--- src/rtl/i2s_master_tx.sv ---
// ============================================================================
// i2s_master_tx
// ----------------------------------------------------------------------------
// I2S master transmitter. It takes 24-bit left/right sample pairs through a
// one-deep holding register. It generates the bit clock (I2S_sclk) and the word
// select (I2S_ws), and shifts every pair out MSB-first in standard I2S format.
// Each channel's MSB goes out one sclk after the ws transition. The outputs
// connect pin-for-pin to the I2S_Slave receiver.
//
// Frame structure (64 sclk slots, sclk period = 2^DIV_W clk):
//   slot  0      : 0 (I2S one-bit delay after ws falls)
//   slots 1..24  : left sample, MSB first         (ws = 0 for slots 0..31)
//   slots 25..31 : 0
//   slot  32     : 0 (I2S one-bit delay after ws rises)
//   slots 33..56 : right sample, MSB first        (ws = 1 for slots 32..63)
//   slots 57..63 : 0
//
// Optional feature macro:
//   I2S_TX_MUTE_ON_UNDERRUN_EN
//     defined     : a frame that loads with an empty holding register sends
//                   L = R = 0.
//     not defined : such a frame resends the last loaded pair. The holding
//                   registers keep their contents, so that pair is still
//                   available.
//   The underrun pulse is generated in both builds.
//
// Ports:
//   clk        in   system clock, every flop on its rising edge
//   rst_n      in   synchronous, active-low reset
//   lft_smpl   in   24-bit signed left sample
//   rght_smpl  in   24-bit signed right sample
//   wrt_smpl   in   1-cycle strobe capturing lft_smpl/rght_smpl
//   I2S_sclk   out  bit clock, 50 % duty (registered div_cnt MSB)
//   I2S_ws     out  word select, 0 = left, 1 = right
//   I2S_data   out  serial data, changes on the sclk falling edge
//   smpl_req   out  1-cycle pulse after each frame load (request next pair)
//   hold_full  out  holding register contains an unsent pair
//   underrun   out  1-cycle pulse after a frame load that found hold_full=0
// ============================================================================
module i2s_master_tx #(
    parameter int DIV_W = 5
) (
    input  logic               clk,
    input  logic               rst_n,
    input  logic signed [23:0] lft_smpl,
    input  logic signed [23:0] rght_smpl,
    input  logic               wrt_smpl,
    output logic               I2S_sclk,
    output logic               I2S_ws,
    output logic               I2S_data,
    output logic               smpl_req,
    output logic               hold_full,
    output logic               underrun
);

    localparam int DATA_W  = 24;
    localparam int SLOT_W  = 32;
    localparam int FRAME_W = 2 * SLOT_W;
    // Zero bits that follow each sample inside its 32-slot half frame.
    localparam int PAD_W   = SLOT_W - 1 - DATA_W;
    localparam int BIT_W   = 6;

    localparam logic [DIV_W-1:0] DIV_ONE = DIV_W'(1);
    localparam logic [BIT_W-1:0] BIT_ONE = BIT_W'(1);
    localparam logic [BIT_W-1:0] BIT_MAX = '1;

    // ------------------------------------------------------------------------
    // Assemble the 64-bit frame image in transmit order (bit 63 goes first).
    // ------------------------------------------------------------------------
    function automatic logic [FRAME_W-1:0] build_frame(
        input logic signed [DATA_W-1:0] l,
        input logic signed [DATA_W-1:0] r
    );
        build_frame = {1'b0, l, {PAD_W{1'b0}}, 1'b0, r, {PAD_W{1'b0}}};
    endfunction

    // ------------------------------------------------------------------------
    // State
    // ------------------------------------------------------------------------
    logic        [DIV_W-1:0]   div_cnt_q,   div_cnt_d;
    logic        [BIT_W-1:0]   bit_cnt_q,   bit_cnt_d;
    logic                      sclk_q,      sclk_d;
    logic                      ws_q,        ws_d;
    logic        [FRAME_W-1:0] shift_q,     shift_d;
    logic signed [DATA_W-1:0]  hold_l_q,    hold_l_d;
    logic signed [DATA_W-1:0]  hold_r_q,    hold_r_d;
    logic                      hold_full_q, hold_full_d;
    logic                      smpl_req_q,  smpl_req_d;
    logic                      underrun_q,  underrun_d;

    logic                      fall_edge;
    logic                      frame_load;
    logic signed [DATA_W-1:0]  load_l;
    logic signed [DATA_W-1:0]  load_r;

    // ------------------------------------------------------------------------
    // Bit-clock timing
    // ------------------------------------------------------------------------
    always_comb begin
        // The sclk falling edge is the clk edge on which div_cnt wraps to 0.
        fall_edge  = &div_cnt_q;
        // The frame load is the falling edge on which bit_cnt wraps 63 -> 0.
        frame_load = fall_edge && (bit_cnt_q == BIT_MAX);

        div_cnt_d  = div_cnt_q + DIV_ONE;
        // sclk follows the counter MSB without lag. It is low for the first
        // half period, so the falling edge lines up with the counter wrap.
        sclk_d     = div_cnt_d[DIV_W-1];

        bit_cnt_d  = bit_cnt_q;
        ws_d       = ws_q;
        if (fall_edge) begin
            bit_cnt_d = bit_cnt_q + BIT_ONE;
            ws_d      = bit_cnt_d[BIT_W-1];
        end
    end

    // ------------------------------------------------------------------------
    // Pair selected for the next frame
    // ------------------------------------------------------------------------
    always_comb begin
        load_l = hold_l_q;
        load_r = hold_r_q;
`ifdef I2S_TX_MUTE_ON_UNDERRUN_EN
        if (!hold_full_q) begin
            load_l = '0;
            load_r = '0;
        end
`endif
    end

    // ------------------------------------------------------------------------
    // Shift register and holding register
    // ------------------------------------------------------------------------
    always_comb begin
        shift_d = shift_q;
        if (frame_load) begin
            shift_d = build_frame(load_l, load_r);
        end else if (fall_edge) begin
            shift_d = {shift_q[FRAME_W-2:0], 1'b0};
        end

        hold_l_d    = hold_l_q;
        hold_r_d    = hold_r_q;
        hold_full_d = hold_full_q;
        if (frame_load) begin
            hold_full_d = 1'b0;
        end
        // A write takes priority over the load's clear. The load above has
        // already used the old contents. The new pair waits for the next frame.
        if (wrt_smpl) begin
            hold_l_d    = lft_smpl;
            hold_r_d    = rght_smpl;
            hold_full_d = 1'b1;
        end

        smpl_req_d = frame_load;
        underrun_d = frame_load && !hold_full_q;
    end

    // ------------------------------------------------------------------------
    // Registers
    // ------------------------------------------------------------------------
    always_ff @(posedge clk) begin
        if (!rst_n) begin
            // bit_cnt starts at 63, so the first falling edge is a frame load.
            div_cnt_q   <= '0;
            bit_cnt_q   <= BIT_MAX;
            sclk_q      <= 1'b0;
            ws_q        <= 1'b1;
            shift_q     <= '0;
            hold_l_q    <= '0;
            hold_r_q    <= '0;
            hold_full_q <= 1'b0;
            smpl_req_q  <= 1'b0;
            underrun_q  <= 1'b0;
        end else begin
            div_cnt_q   <= div_cnt_d;
            bit_cnt_q   <= bit_cnt_d;
            sclk_q      <= sclk_d;
            ws_q        <= ws_d;
            shift_q     <= shift_d;
            hold_l_q    <= hold_l_d;
            hold_r_q    <= hold_r_d;
            hold_full_q <= hold_full_d;
            smpl_req_q  <= smpl_req_d;
            underrun_q  <= underrun_d;
        end
    end

    // ------------------------------------------------------------------------
    // Outputs
    // ------------------------------------------------------------------------
    assign I2S_sclk  = sclk_q;
    assign I2S_ws    = ws_q;
    assign I2S_data  = shift_q[FRAME_W-1];
    assign smpl_req  = smpl_req_q;
    assign hold_full = hold_full_q;
    assign underrun  = underrun_q;

endmodule

--- config.mk ---
export PLATFORM = sky130hd
export DESIGN_NAME = i2s_master_tx
export DESIGN_NICKNAME = d
export VERILOG_FILES = /design/src/rtl/i2s_master_tx.sv
export SDC_FILE = /design/constraint.sdc
export NUM_CORES = 1
export LEC_CHECK = 0
export CELL_PAD_IN_SITES_DETAIL_PLACEMENT = 0
export CELL_PAD_IN_SITES_GLOBAL_PLACEMENT = 1
export CORE_MARGIN = 2
export CORE_UTILIZATION = 39
export DETAILED_ROUTE_END_ITERATION = 8
export PLACE_DENSITY = 0.79
export SETUP_SLACK_MARGIN = 0.15
export SLEW_MARGIN = 5
export SYNTH_ARGS = -nofsm -noshare
export SYNTH_HDL_FRONTEND = slang
export SYNTH_SLANG_ARGS = --single-unit
--- constraint.sdc ---
create_clock -name clk -period 1.7 [get_ports clk]
set_input_delay 0.17 -clock clk [delete_from_list [all_inputs] [get_ports clk]]
set_output_delay 0.17 -clock clk [all_outputs]
set_load 0.02 [all_outputs]
==> summary.md, run 1 <==
| Metric | Value |
|---|---|
| Commonest non-fill, non-tap cell in the layout | `dfxtp_1` |
| WL final | `10840 um` |
| Finish-stage setup viols | `0` |
| Internal Power | `0.005151 W` |
| Post-Layout Cell Count | `788` |
| CTS sink cnt | `119` |
| CTS Root Cell | `clkbuf_16` |
| Setup TNS | `0 ps` |
| Layout Nets | `656` |
| RSZ-0062 raised after global routing | `true` |
| Post-layout minimum cycle time | `1656 ps` |
| Buf+Inv Stages, Crit Path | `1` |
| CP top delay family | `compound AO/OA/AOI/OAI gates` |
| FF+latch area | `2387 um^2` |
| Slew Viols, Final | `0` |
| Leakage | `2.440 nW` |
| Initial antenna violation count | `0` |
| CP Launch Type | `flop` |
| Critical path endpoint category | `flop` |
| Clk_lat worst skew | `410 ps` |
| Net count after synthesis | `619` |
| First-pass GRT wire length | `18570 um` |
| Clk slew on worst S/H paths | `50 ps` |
| Total CTS buffers | `17` |
| Final-report hold violation count | `0` |
| Finished Core Util | `50.44%` |
| #FFs+latches synth | `119` |
| Cell Area, Synth | `5281 um^2` |
| Total number of vias | `3992` |
| Port bufs | `56` |
| Slew headroom | `72.34%` |
| Distinct cells, synth | `29` |
| Achievable frequency | `603.7 MHz` |
| DP HPWL | `6457 um` |
| Power share of the combinational group | `5.4%` |
| Register area share after synthesis | `45.11%` |
| Critical Path RT | `2040 ps` |
| Ys Warns | `0` |
| Largest net degree at the start of global routing | `112` |
| # IOs | `57` |
| Setup Skew | `4.975 ps` |
| Row Count | `42` |
| Maxcap violations | `0` |
| Worst-path cell with the longest stage delay | `dfxtp_2` |
| Final worst path period share | `97.44%` |
| Worst hold path class | `in2reg` |
| Antenna diodes | `0` |
| Status | `completed` |
| Placed insts | `758` |
| DR pass1 iterations | `4` |
| Number of filler instances in the final layout | `1262` |
| Initial DRC Count | `189` |
| CORE AREA | `13240 um^2` |
| Sw frac | `20.65%` |
| Seq pwr share | `44.9%` |
| Die Y | `120.4 um` |
| RD Place Congestion | `0.7239` |
| Tot Pwr | `0.006492 W` |
| Power Dens Cells | `971.8 nW/um^2` |
| Crit-path most repeated cell | `ha_4` |
| Share of cells above drive strength 1 | `11.93%` |
| Worst Path Arrival | `1990 ps` |
| Worst setup path class | `reg2reg` |
| Final Cell Area | `6680 um^2` |
| NetSw | `0.001340 W` |
| Clock share of power | `49.7%` |
| Syn_area_per_cell | `9.364 um^2` |
| Wirelength per Cell | `13.76 um` |
| Gr ovfl total | `0` |
| Hold_buf cts | `0` |
| Placed cell area | `6078 um^2` |
| TritonCTS clock tree | `done` |
| Worst slew pin tran | `414.9 ps` |
| Area of the multi-input gates | `2565 um^2` |
| Commonest non-fill, non-tap cells in the layout | `dfxtp_1 (117), mux2i_1 (58), o21ai_0 (49), nor2b_1 (49), clkdlybuf4s50_1 (49)` |
| Vias in the first global route | `3945` |
| Initial Util | `39.88%` |
| GRT Util Overall | `15.77%` |
| Antenna Nets Post-Route | `0` |
| Crit-path max cell delay | `350 ps` |
| Die width | `120.4 um` |
| Critical-path cell list | `ha_4, and3_4, ha_4, nand3_4, buf_12, o31a_1, a21oi_2` |
| Die ar. | `14490 um^2` |
| DRC Markers | `0` |
| Cells after Synth | `564` |
| Critical path fanouts, max | `34` |
| P&R area growth vs syn | `26.49%` |
| H-tree levels | `4` |
| Clk buf depth | `2` |
| Vias per cell | `5.066` |
| Max IR drop VDD | `639.2 uV` |
-- area by class of cell --
| cell class | instances | area share, % |
|---|---|---|
| clock inverter | 3 | 0.2248 |
| timing repair buffer | 73 | 11.93 |
| sequential | 119 | 35.74 |
| clock buffer | 27 | 7.829 |
| inverter | 46 | 2.585 |
| tap | 176 | 3.296 |
| multi-input combinational | 344 | 38.40 |
-- registers in the layout, indices dropped and copies added (netlist names) --
register   cells
hold_l_q      24
bit_cnt_q      6
div_cnt_q      5
smpl_req       1
hold_full      1
shift_q       57
underrun       1
hold_r_q      24
-- Yosys cell counts (all sizes together) --
cell type | n | share of area, %
o32ai | 1 | 0.17
and3 | 2 | 0.24
a21oi | 46 | 4.4
o21a | 2 | 0.28
nand4 | 4 | 0.47
a31oi | 2 | 0.24
nand3 | 4 | 0.71
nor2 | 10 | 0.71
inv | 46 | 3.3
o31a | 45 | 7.5
mux2i | 58 | 11
nor2b | 49 | 5.8
and2 | 7 | 0.83
o21ai | 50 | 4.8
o211ai | 47 | 6.7
nand2 | 6 | 0.43
buf | 29 | 3.5
xnor2 | 2 | 0.33
xor2 | 3 | 0.50
dfxtp | 119 | 45
and3b | 1 | 0.17
ha | 4 | 0.95
or3 | 1 | 0.12
clkbuf | 26 | 1.8
-- metal layers --
metal	share of wire, %	wire, um	up-vias	global-route usage [%]
li1	-	-	2056	-
met1	49	5315	1871	19.16
met2	46	4988	52	26.06
met3	3.5	377	13	4.623
met4	1.5	158	0	6.541
met5	0	0	-	0
-- worst reg2reg max path: stages, from the launching register on --
cell     delay, ps
dfxtp_2        350
ha_4           140
and3_4         200
ha_4           150
nand3_4        110
buf_12         200
o31a_1         310
a21oi_2        130
-- timing repair --
item / CTS / global route
gates cloned: 0 / 0
hold endpoints to repair: 0 / 0
endpoints found under the setup margin: 66 / 63
pin swaps: 1 / 5
buffers inserted: 0 / 0
resized for setup: 5 / 19
-- power groups by stage --
stage | registers (W) | logic (W) | clock network (W)
2_1_floorplan | 0.00296 | 0.000202 | 0
3_3_place_gp | 0.00297 | 0.000352 | 0
3_5_place_dp | 0.00297 | 0.000358 | 0
4_1_cts | 0.00291 | 0.000358 | 0.00330
5_1_grt | 0.00292 | 0.000389 | 0.00345
6_report | 0.00291 | 0.000351 | 0.00323
-- stage by stage --
stage / worst slack (ps) / hold slack, ps
6_report: 43.57 / 251.6
5_1_grt: -37.31 / 250.1
4_1_cts: 42.77 / 230.4
3_5_place_dp: 54.62 / 436.3
3_3_place_gp: 122.4 / 425.9
2_1_floorplan: 89.45 / 339.4
-- cell families (layout without fill, tap and decap cells) --
kind of cell    Yosys count  in the layout  synth area share (%)
simple gates             84             84                 9.476
fa+ha+maj                 4              4                0.9477
flops                   119            119                 45.11
xor+xnor                  5              5                0.8293
mux                      58             58                 10.99
buf+inv                 101            149                 8.647
compound gates          193            193                 24.00
-- final timing paths --
path | start | endpoint | slack, ps | cells after the start
max | div_cnt_q[1]$_SDFF_PN0_ | shift_q[16]$_SDFFE_PN0P_ | 40 | 7
min | rst_n | bit_cnt_q[4]$_SDFFE_PN1N_ | 250 | 3
min reg2reg | div_cnt_q[0]$_SDFF_PN0_ | div_cnt_q[0]$_SDFF_PN0_ | 430 | 1
max reg2reg | div_cnt_q[1]$_SDFF_PN0_ | shift_q[16]$_SDFFE_PN0P_ | 40 | 7
Power figures use the tool's default switching activity.
==> run 2, diff against run 1 <==
--- a/config.mk
+++ b/config.mk
@@ -8,9 +8,10 @@
 export CELL_PAD_IN_SITES_DETAIL_PLACEMENT = 0
 export CELL_PAD_IN_SITES_GLOBAL_PLACEMENT = 1
 export CORE_MARGIN = 2
-export CORE_UTILIZATION = 39
+export CORE_UTILIZATION = 41
+export CTS_BUF_LIST = sky130_fd_sc_hd__clkbuf_8
 export DETAILED_ROUTE_END_ITERATION = 8
-export PLACE_DENSITY = 0.79
+export PLACE_DENSITY = 0.83
 export SETUP_SLACK_MARGIN = 0.15
 export SLEW_MARGIN = 5
 export SYNTH_ARGS = -nofsm -noshare
==> run 2 against run 1 <==
  * Non-clock buffer count grew 10
  * Via count grew 4.5%
  * Final area shrank 0.60%
  * Highest routed layer unchanged
  * Combinational power grew 4%
  * Critical path type unchanged
  * Wire length grew 6.9%
  * Sequential power is essentially flat
  * Die area shrank 4.7%
  * Power shrank 17%
  * Sequential share of layout area grew 0.18 points
  * Count of clock-buffer cells in the layout shrank 9
  * Worst hold slack gained 2.5 ps
  * Fmax shrank 2.0%
==> summary.md, run 2 (synthesis gave the netlist of run 1 again) <==
| Metric | Value |
|---|---|
| Row Count | `41 (-2.4%)` |
| Final worst slack | `8.994 ps (-34.58 ps)` |
| Die Y | `117.5 um (-2.4%)` |
| Worst setup path class | `reg2reg` |
| Commonest non-fill, non-tap cell in the layout | `dfxtp_1` |
| TritonCTS clock tree | `done` |
| CTS Root Cell | `clkbuf_8` |
| Worst Path Arrival | `2050 ps (+60 ps)` |
| GRT Util Overall | `17.10% (+1.3 points)` |
| Vias in the first global route | `4118 (+4.4%)` |
| Finish-stage setup viols | `0 (unchanged)` |
| DP HPWL | `6774 um (+4.9%)` |
| Power Dens Cells | `814.5 nW/um^2 (-16%)` |
| Final worst path period share | `99.47% (+2.0 points)` |
| Die ar. | `13810 um^2 (-4.7%)` |
| Share of cells above drive strength 1 | `12.22% (+0.29 points)` |
| Status | `completed` |
| Achievable frequency | `591.4 MHz (-2.0%)` |
| Max IR drop VDD | `368.2 uV (-42%)` |
| Die width | `117.5 um (-2.4%)` |
| Gr ovfl total | `0 (unchanged)` |
| CP Launch Type | `flop` |
| Post-layout minimum cycle time | `1691 ps (+34.58 ps)` |
| Setup Skew | `7.834 ps (+2.860 ps)` |
| P&R area growth vs syn | `25.73%` |
| Met3 wire len | `416 um (+10%)` |
| First-pass GRT wire length | `19480 um (+4.9%)` |
| Initial Util | `41.85% (+2.0 points)` |
| Placed insts | `751 (-0.92%)` |
| RD Place Congestion | `0.7421 (+2.5%)` |
| Initial DRC Count | `214 (+13%)` |
| CORE AREA | `12620 um^2 (-4.7%)` |
| Wirelength per Cell | `14.59 um (+6.0%)` |
| Critical path fanouts, max | `39 (+15%)` |
| Biggest register | `shift_q` |
| Maxcap violations | `0 (unchanged)` |
| Finished Core Util | `52.62% (+2.2 points)` |
| Clk slew on worst S/H paths | `60 ps (about the same)` |
| WL final | `11580 um (+6.9%)` |
| Leading registers by flop count | `shift_q x57, hold_l_q x24, hold_r_q x24` |
| Commonest non-fill, non-tap cells in the layout | `dfxtp_1 (117), mux2i_1 (58), inv_1 (53), o21ai_0 (49), nor2b_1 (49)` |
| Final-report hold violation count | `0 (unchanged)` |
| Leakage | `2.490 nW (+2.1%)` |
| DRC Markers | `0 (unchanged)` |
| Hold slack | `254.1 ps (+2.477 ps)` |
| Largest net degree at the start of global routing | `112 (unchanged)` |
| Top Metal Used | `met4` |
| Slew Viols, Final | `0 (unchanged)` |
| RSZ-0062 raised after global routing | `true` |
| Worst hold path class | `in2reg` |
| Metal-1 WL | `5228 um (-1.6%)` |
| Total number of vias | `4170 (+4.5%)` |
| Max reg flops | `57 (unchanged)` |
| Critical path endpoint category | `flop` |
| Setup WS pre-CTS | `2.347 ps (-52.28 ps)` |
| Worst slew pin tran | `422.5 ps (+7.572 ps)` |
| CTS sink cnt | `119 (unchanged)` |
| Critical Path RT | `2060 ps (+20 ps)` |
| Initial antenna violation count | `0 (unchanged)` |
| Number of filler instances in the final layout | `1197 (-5.2%)` |
| Antenna diodes | `0 (unchanged)` |
| WL met2 | `5775 um (+16%)` |
| Layout Nets | `666 (+1.5%)` |
| # IOs | `57 (unchanged)` |
| Antenna Nets Post-Route | `0 (unchanged)` |
| H-tree levels | `4 (unchanged)` |
| Slew headroom | `71.83% (-0.50 points)` |
| DR pass1 iterations | `5 (+1)` |
| Clk buf depth | `2 (unchanged)` |
| Total CTS buffers | `17 (unchanged)` |
| Post-Layout Cell Count | `794 (+0.76%)` |
| Clk_lat worst skew | `430 ps (+20 ps)` |
| Vias per cell | `5.252 (+3.7%)` |
| Port bufs | `56 (unchanged)` |
[run 2: power by group]
group	switching (W)	total (W)	leakage, nW	internal (W)
Combinational	0.000147	0.000364	1.32	0.000217
Sequential	0.0000426	0.00291	0.970	0.00287
Clock	0.00101	0.00214	0.196	0.00112
[run 2: per-layer routing]
metal	up-vias	global-route usage (%)
met5	-	0
met4	0	6.325
met3	13	4.700
met2	75	28.76
met1	1995	20.96
li1	2087	-
[run 2: cell type report]
cell class / count / area (um^2) / share of cell area [%]
clock buffer: 18 / 247.7 / 3.731
clock inverter: 12 / 76.32 / 1.149
inverter: 46 / 172.7 / 2.600
multi-input combinational: 344 / 2564 / 38.61
sequential: 119 / 2385 / 35.91
tap: 172 / 215.2 / 3.241
timing repair buffer: 83 / 979.7 / 14.75
[run 2: repair_timing]
item / CTS / global route
cloned: 3 / 1
setup endpoints to repair: 65 / 67
hold buffers: 0 / 0
setup buffers: 8 / 1
resized for setup: 11 / 17
pin swaps: 4 / 5
[run 2: path summary, 6_finish.rpt]
| path | startpoint | to | slack, ps | cells after the start |
|---|---|---|---|---|
| worst max-delay path | div_cnt_q[1]$_SDFF_PN0_ | shift_q[40]$_SDFFE_PN0P_ | 9 | 7 |
| worst min-delay path | rst_n | bit_cnt_q[3]$_SDFFE_PN1N_ | 250 | 3 |
| worst max register to register | div_cnt_q[1]$_SDFF_PN0_ | shift_q[40]$_SDFFE_PN0P_ | 9 | 7 |
| worst min register to register | shift_q[14]$_SDFFE_PN0P_ | shift_q[15]$_SDFFE_PN0P_ | 490 | 2 |
[run 2: through the flow]
| step | instance area [um^2] | TNS, ps | power [W] |
|---|---|---|---|
| 2_1_floorplan | 5369 | 0 | 0.003161 |
| 3_3_place_gp | 6038 | 0 | 0.003324 |
| 3_5_place_dp | 6038 | 0 | 0.003337 |
| 4_1_cts | 6541 | 0 | 0.005473 |
| 5_1_grt | 6640 | -914.7 | 0.005640 |
| 6_report | 6640 | 0 | 0.005408 |
[run 2: critical path, stage by stage, from the launching register on]
cell	delay, ps
dfxtp_2	350
ha_4	130
and3_4	190
ha_4	150
nand3_4	130
buf_12	220
o31a_1	310
a21oi_2	130
==> run 3, diff against run 2 <==
--- a/config.mk
+++ b/config.mk
@@ -5,13 +5,14 @@
 export SDC_FILE = /design/constraint.sdc
 export NUM_CORES = 1
 export LEC_CHECK = 0
+export ABC_AREA = 1
 export CELL_PAD_IN_SITES_DETAIL_PLACEMENT = 0
 export CELL_PAD_IN_SITES_GLOBAL_PLACEMENT = 1
 export CORE_MARGIN = 2
-export CORE_UTILIZATION = 41
+export CORE_UTILIZATION = 37
 export CTS_BUF_LIST = sky130_fd_sc_hd__clkbuf_8
 export DETAILED_ROUTE_END_ITERATION = 8
-export PLACE_DENSITY = 0.83
+export PLACE_DENSITY_LB_ADDON = 0.1
 export SETUP_SLACK_MARGIN = 0.15
 export SLEW_MARGIN = 5
 export SYNTH_ARGS = -nofsm -noshare
==> run 3 against run 2 <==
  * Combinational power is 8.8% lower
  * Critical path depth is 5 higher
  * Fmax is 2.2% higher
  * Global-route usage is 0.20 points higher
  * Synthesized cell count is 46% higher
  * Flip-flop and latch count stayed put
  * Clock power is 33% higher
  * Highest routed layer unchanged
==> summary.md, run 3 <==
| Metric | Value |
|---|---|
| Status | `completed` |
| CP Launch Type | `flop` |
| Achievable frequency | `604.6 MHz (+2.2%)` |
| Gr ovfl total | `0 (unchanged)` |
| Asr flop ratio synth | `0% (unchanged)` |
| Buf+Inv Stages, Crit Path | `2 (+1)` |
| Max IR drop VDD | `488.6 uV (+33%)` |
| DR pass1 iterations | `5 (unchanged)` |
| Top cells by area, synth | `dfxtp_1 (45%), nor2_1 (14%), nand2_1 (12%)` |
| Setup Skew | `7.445 ps (-0.3890 ps)` |
| Maxcap violations | `0 (unchanged)` |
| Post-synth EDFFs | `0 (unchanged)` |
| Initial Util | `38.25% (-3.6 points)` |
| Initial antenna violation count | `0 (unchanged)` |
| Total number of vias | `4889 (+17%)` |
| Worst Path Arrival | `1980 ps (-70 ps)` |
| Net count after synthesis | `878 (+42%)` |
| Commonest non-fill, non-tap cells in the layout | `nor2_1 (197), nand2_1 (152), dfxtp_1 (117), inv_1 (102), nand3_1 (85)` |
| Final worst path period share | `97.30% (-2.2 points)` |
| Clk_lat worst skew | `430 ps (about the same)` |
| Port bufs | `56 (unchanged)` |
| Post-layout minimum cycle time | `1654 ps (-36.89 ps)` |
| Total CTS buffers | `17 (unchanged)` |
| Die ar. | `15440 um^2 (+12%)` |
| Syn_area_per_cell | `6.501 um^2 (-31%)` |
| Critical Path RT | `2030 ps (-30 ps)` |
| Worst hold path class | `in2reg` |
| Worst-path cell with the longest stage delay | `dfxtp_2` |
| Worst slew pin tran | `373.0 ps (-49.52 ps)` |
| CTS Root Cell | `clkbuf_8` |
| Hold slack | `197.5 ps (-56.65 ps)` |
| Crit-path max cell delay | `350 ps (about the same)` |
| Leading registers by flop count | `shift_q x57, hold_l_q x24, hold_r_q x24` |
| Most common cell in the synthesized netlist | `nor2_1` |
| Finish-stage setup viols | `0 (unchanged)` |
| WL final | `12890 um (+11%)` |
| Commonest non-fill, non-tap cell in the layout | `nor2_1` |
| CORE AREA | `13990 um^2 (+11%)` |
| Seq pwr share | `48.0% (-5.8 points)` |
| Ys flop type | `dfxtp_1` |
| RD Place Congestion | `0.7269 (-2.0%)` |
| NetSw | `0.001321 W (+10%)` |
| Biggest register | `shift_q` |
| Antenna diodes | `0 (unchanged)` |
| Largest area contributor in the netlist | `dfxtp_1` |
| Row Count | `43 (+4.9%)` |
| Power Dens Cells | `879.5 nW/um^2 (+8.0%)` |
| Vias in the first global route | `4708 (+14%)` |
| CTS sink cnt | `119 (unchanged)` |
| CP top delay family | `simple AND/OR/NAND/NOR gates` |
| Vias per cell | `4.595 (-13%)` |
| Most common library cells after synthesis | `nor2_1 (200), nand2_1 (170), dfxtp_1 (119), inv_1 (102), nand3_1 (96)` |
| DP HPWL | `7632 um (+13%)` |
| RSZ-0062 raised after global routing | `true` |
| P&R area growth vs syn | `29.56%` |
| Sw frac | `21.66% (-0.54 points)` |
| Power share of the combinational group | `5.4% (-1.3 points)` |
| Setup TNS | `0 ps (unchanged)` |
| Cell Area, Synth | `5350 um^2 (+1.3%)` |
| Max reg flops | `57 (unchanged)` |
| Ys Warns | `0 (unchanged)` |
| Initial DRC Count | `295 (+38%)` |
| Clock share of power | `46.6% (+7.1 points)` |
| Critical path fanouts, max | `14 (-64%)` |
| Die width | `124.3 um (+5.7%)` |
| #FFs+latches synth | `119 (unchanged)` |
| Distinct cells, synth | `20 (-31%)` |
| Largest net degree at the start of global routing | `58 (-48%)` |
| Die Y | `124.3 um (+5.7%)` |
| Critical path endpoint category | `flop` |
| Placed insts | `1031 (+37%)` |
| Cells after Synth | `823 (+46%)` |
| Leakage | `3.287 nW (+32%)` |
| Share of cells above drive strength 1 | `12.44% (+0.22 points)` |
| Wirelength per Cell | `12.12 um (-17%)` |
| Internal Power | `0.004776 W (+14%)` |
| Clk buf depth | `2 (unchanged)` |
| First-pass GRT wire length | `22120 um (+14%)` |
| DRC Markers | `0 (unchanged)` |
| Antenna Nets Post-Route | `0 (unchanged)` |
| Post-Layout Cell Count | `1064 (+34%)` |
| Final-report hold violation count | `0 (unchanged)` |
| Finished Core Util | `49.55% (-3.1 points)` |
| Slew headroom | `75.14% (+3.3 points)` |
| Clk slew on worst S/H paths | `70 ps (about the same)` |
| TritonCTS clock tree | `done` |
| Worst setup path class | `reg2reg` |
| H-tree levels | `4 (unchanged)` |
| Slew Viols, Final | `0 (unchanged)` |
| # IOs | `57 (unchanged)` |
| Worst R2R Setup Slack | `50 ps (+40 ps)` |
| Crit-path most repeated cell | `nand2_4` |
| Critical-path cell list | `ha_4, nand2_4, nor2_4, ha_4, nand2_4, nor2_4, nand2_4, buf_12, nand2_1, nand3_1, nand2_1, inv_1` |
| Register area share after synthesis | `44.53% (-0.58 points)` |
| GRT Util Overall | `17.30% (+0.20 points)` |
| Layout Nets | `928 (+39%)` |
| Synth top area share | `44.53% (-0.58 points)` |
-- run 3: cell count changes after synthesis, moves of 5 or more --
cell      delta
nand2_1    +164
nand3_1     +94
mux2i_1     -58
o211ai_1    -47
o31a_1      -45
nor2b_1     -49
nor2_1     +190
o21ai_0      +5
inv_1       +56
buf_1        +6
and2_1       -7
a21oi_1     -32
-- run 3: final cells by class --
class | count | area, um^2
fill | 1452 | 7057
multi-input combinational | 546 | 2540
sequential | 119 | 2385
timing repair buffer | 85 | 953.4
inverter | 104 | 390.4
clock buffer | 21 | 289.0
tap | 180 | 225.2
clock inverter | 9 | 148.9
-- run 3: power by group through the flow --
| stage | Clock, W | Sequential, W | Combinational [W] |
|---|---|---|---|
| floorplan | 0 | 0.00297 | 0.000153 |
| global placement | 0 | 0.00299 | 0.000322 |
| detailed placement | 0 | 0.00299 | 0.000329 |
| CTS | 0.00292 | 0.00293 | 0.000336 |
| global route | 0.00304 | 0.00294 | 0.000376 |
| finish | 0.00284 | 0.00293 | 0.000332 |
-- run 3: kinds of logic after synthesis --
group	Yosys count	share of synthesized area (%)
adder cells (fa/ha/maj)	4	0.9355
AO/OA/AOI/OAI	69	6.502
buffers and inverters	158	12.16
flip-flops	119	44.53
AND/OR/NAND/NOR	473	35.87
-- run 3: tightest hold or removal path, delay by kind of cell --
kind,cells,cell delay (ps)
buf+inv,2,320
simple gates,1,100
-- run 3: metrics by stage --
stage,cell area (um^2),total power (W),setup WS [ps]
final,6932,0.006097,45.89
after CTS,6780,0.006186,-42.09
after global routing,6932,0.006356,-90.19
after floorplan,5416,0.003124,36.08
after global placement,6248,0.003310,-37.43
after detailed placement,6248,0.003317,-80.34
-- run 3: final timing paths --
path,from,endpoint,cells past startpoint
max,div_cnt_q[1]$_SDFF_PN0_,shift_q[8]$_SDFFE_PN0P_,12
min,rst_n,bit_cnt_q[5]$_SDFFE_PN1N_,3
max reg2reg,div_cnt_q[1]$_SDFF_PN0_,shift_q[8]$_SDFFE_PN0P_,12
min reg2reg,hold_full$_SDFFE_PN0P_,underrun$_SDFF_PN0_,1
-- run 3: metal layers --
metal  GRT usage [%]  up-vias  part of all wire (%)
met5               0        -                     0
met1           20.78     2209                    47
met3           4.811        8                   3.5
met4           5.023        0                  0.76
li1                -     2606                     -
met2           30.15       66                    49
-- run 3: repair_timing --
| item | 4_1_cts | 5_1_grt |
|---|---|---|
| setup buffers | 1 | 0 |
| endpoints found under the setup margin | 69 | 66 |
| pin swaps | 4 | 4 |
| hold buffers | 0 | 0 |
| gates cloned | 1 | 1 |
| gates resized for setup | 20 | 34 |
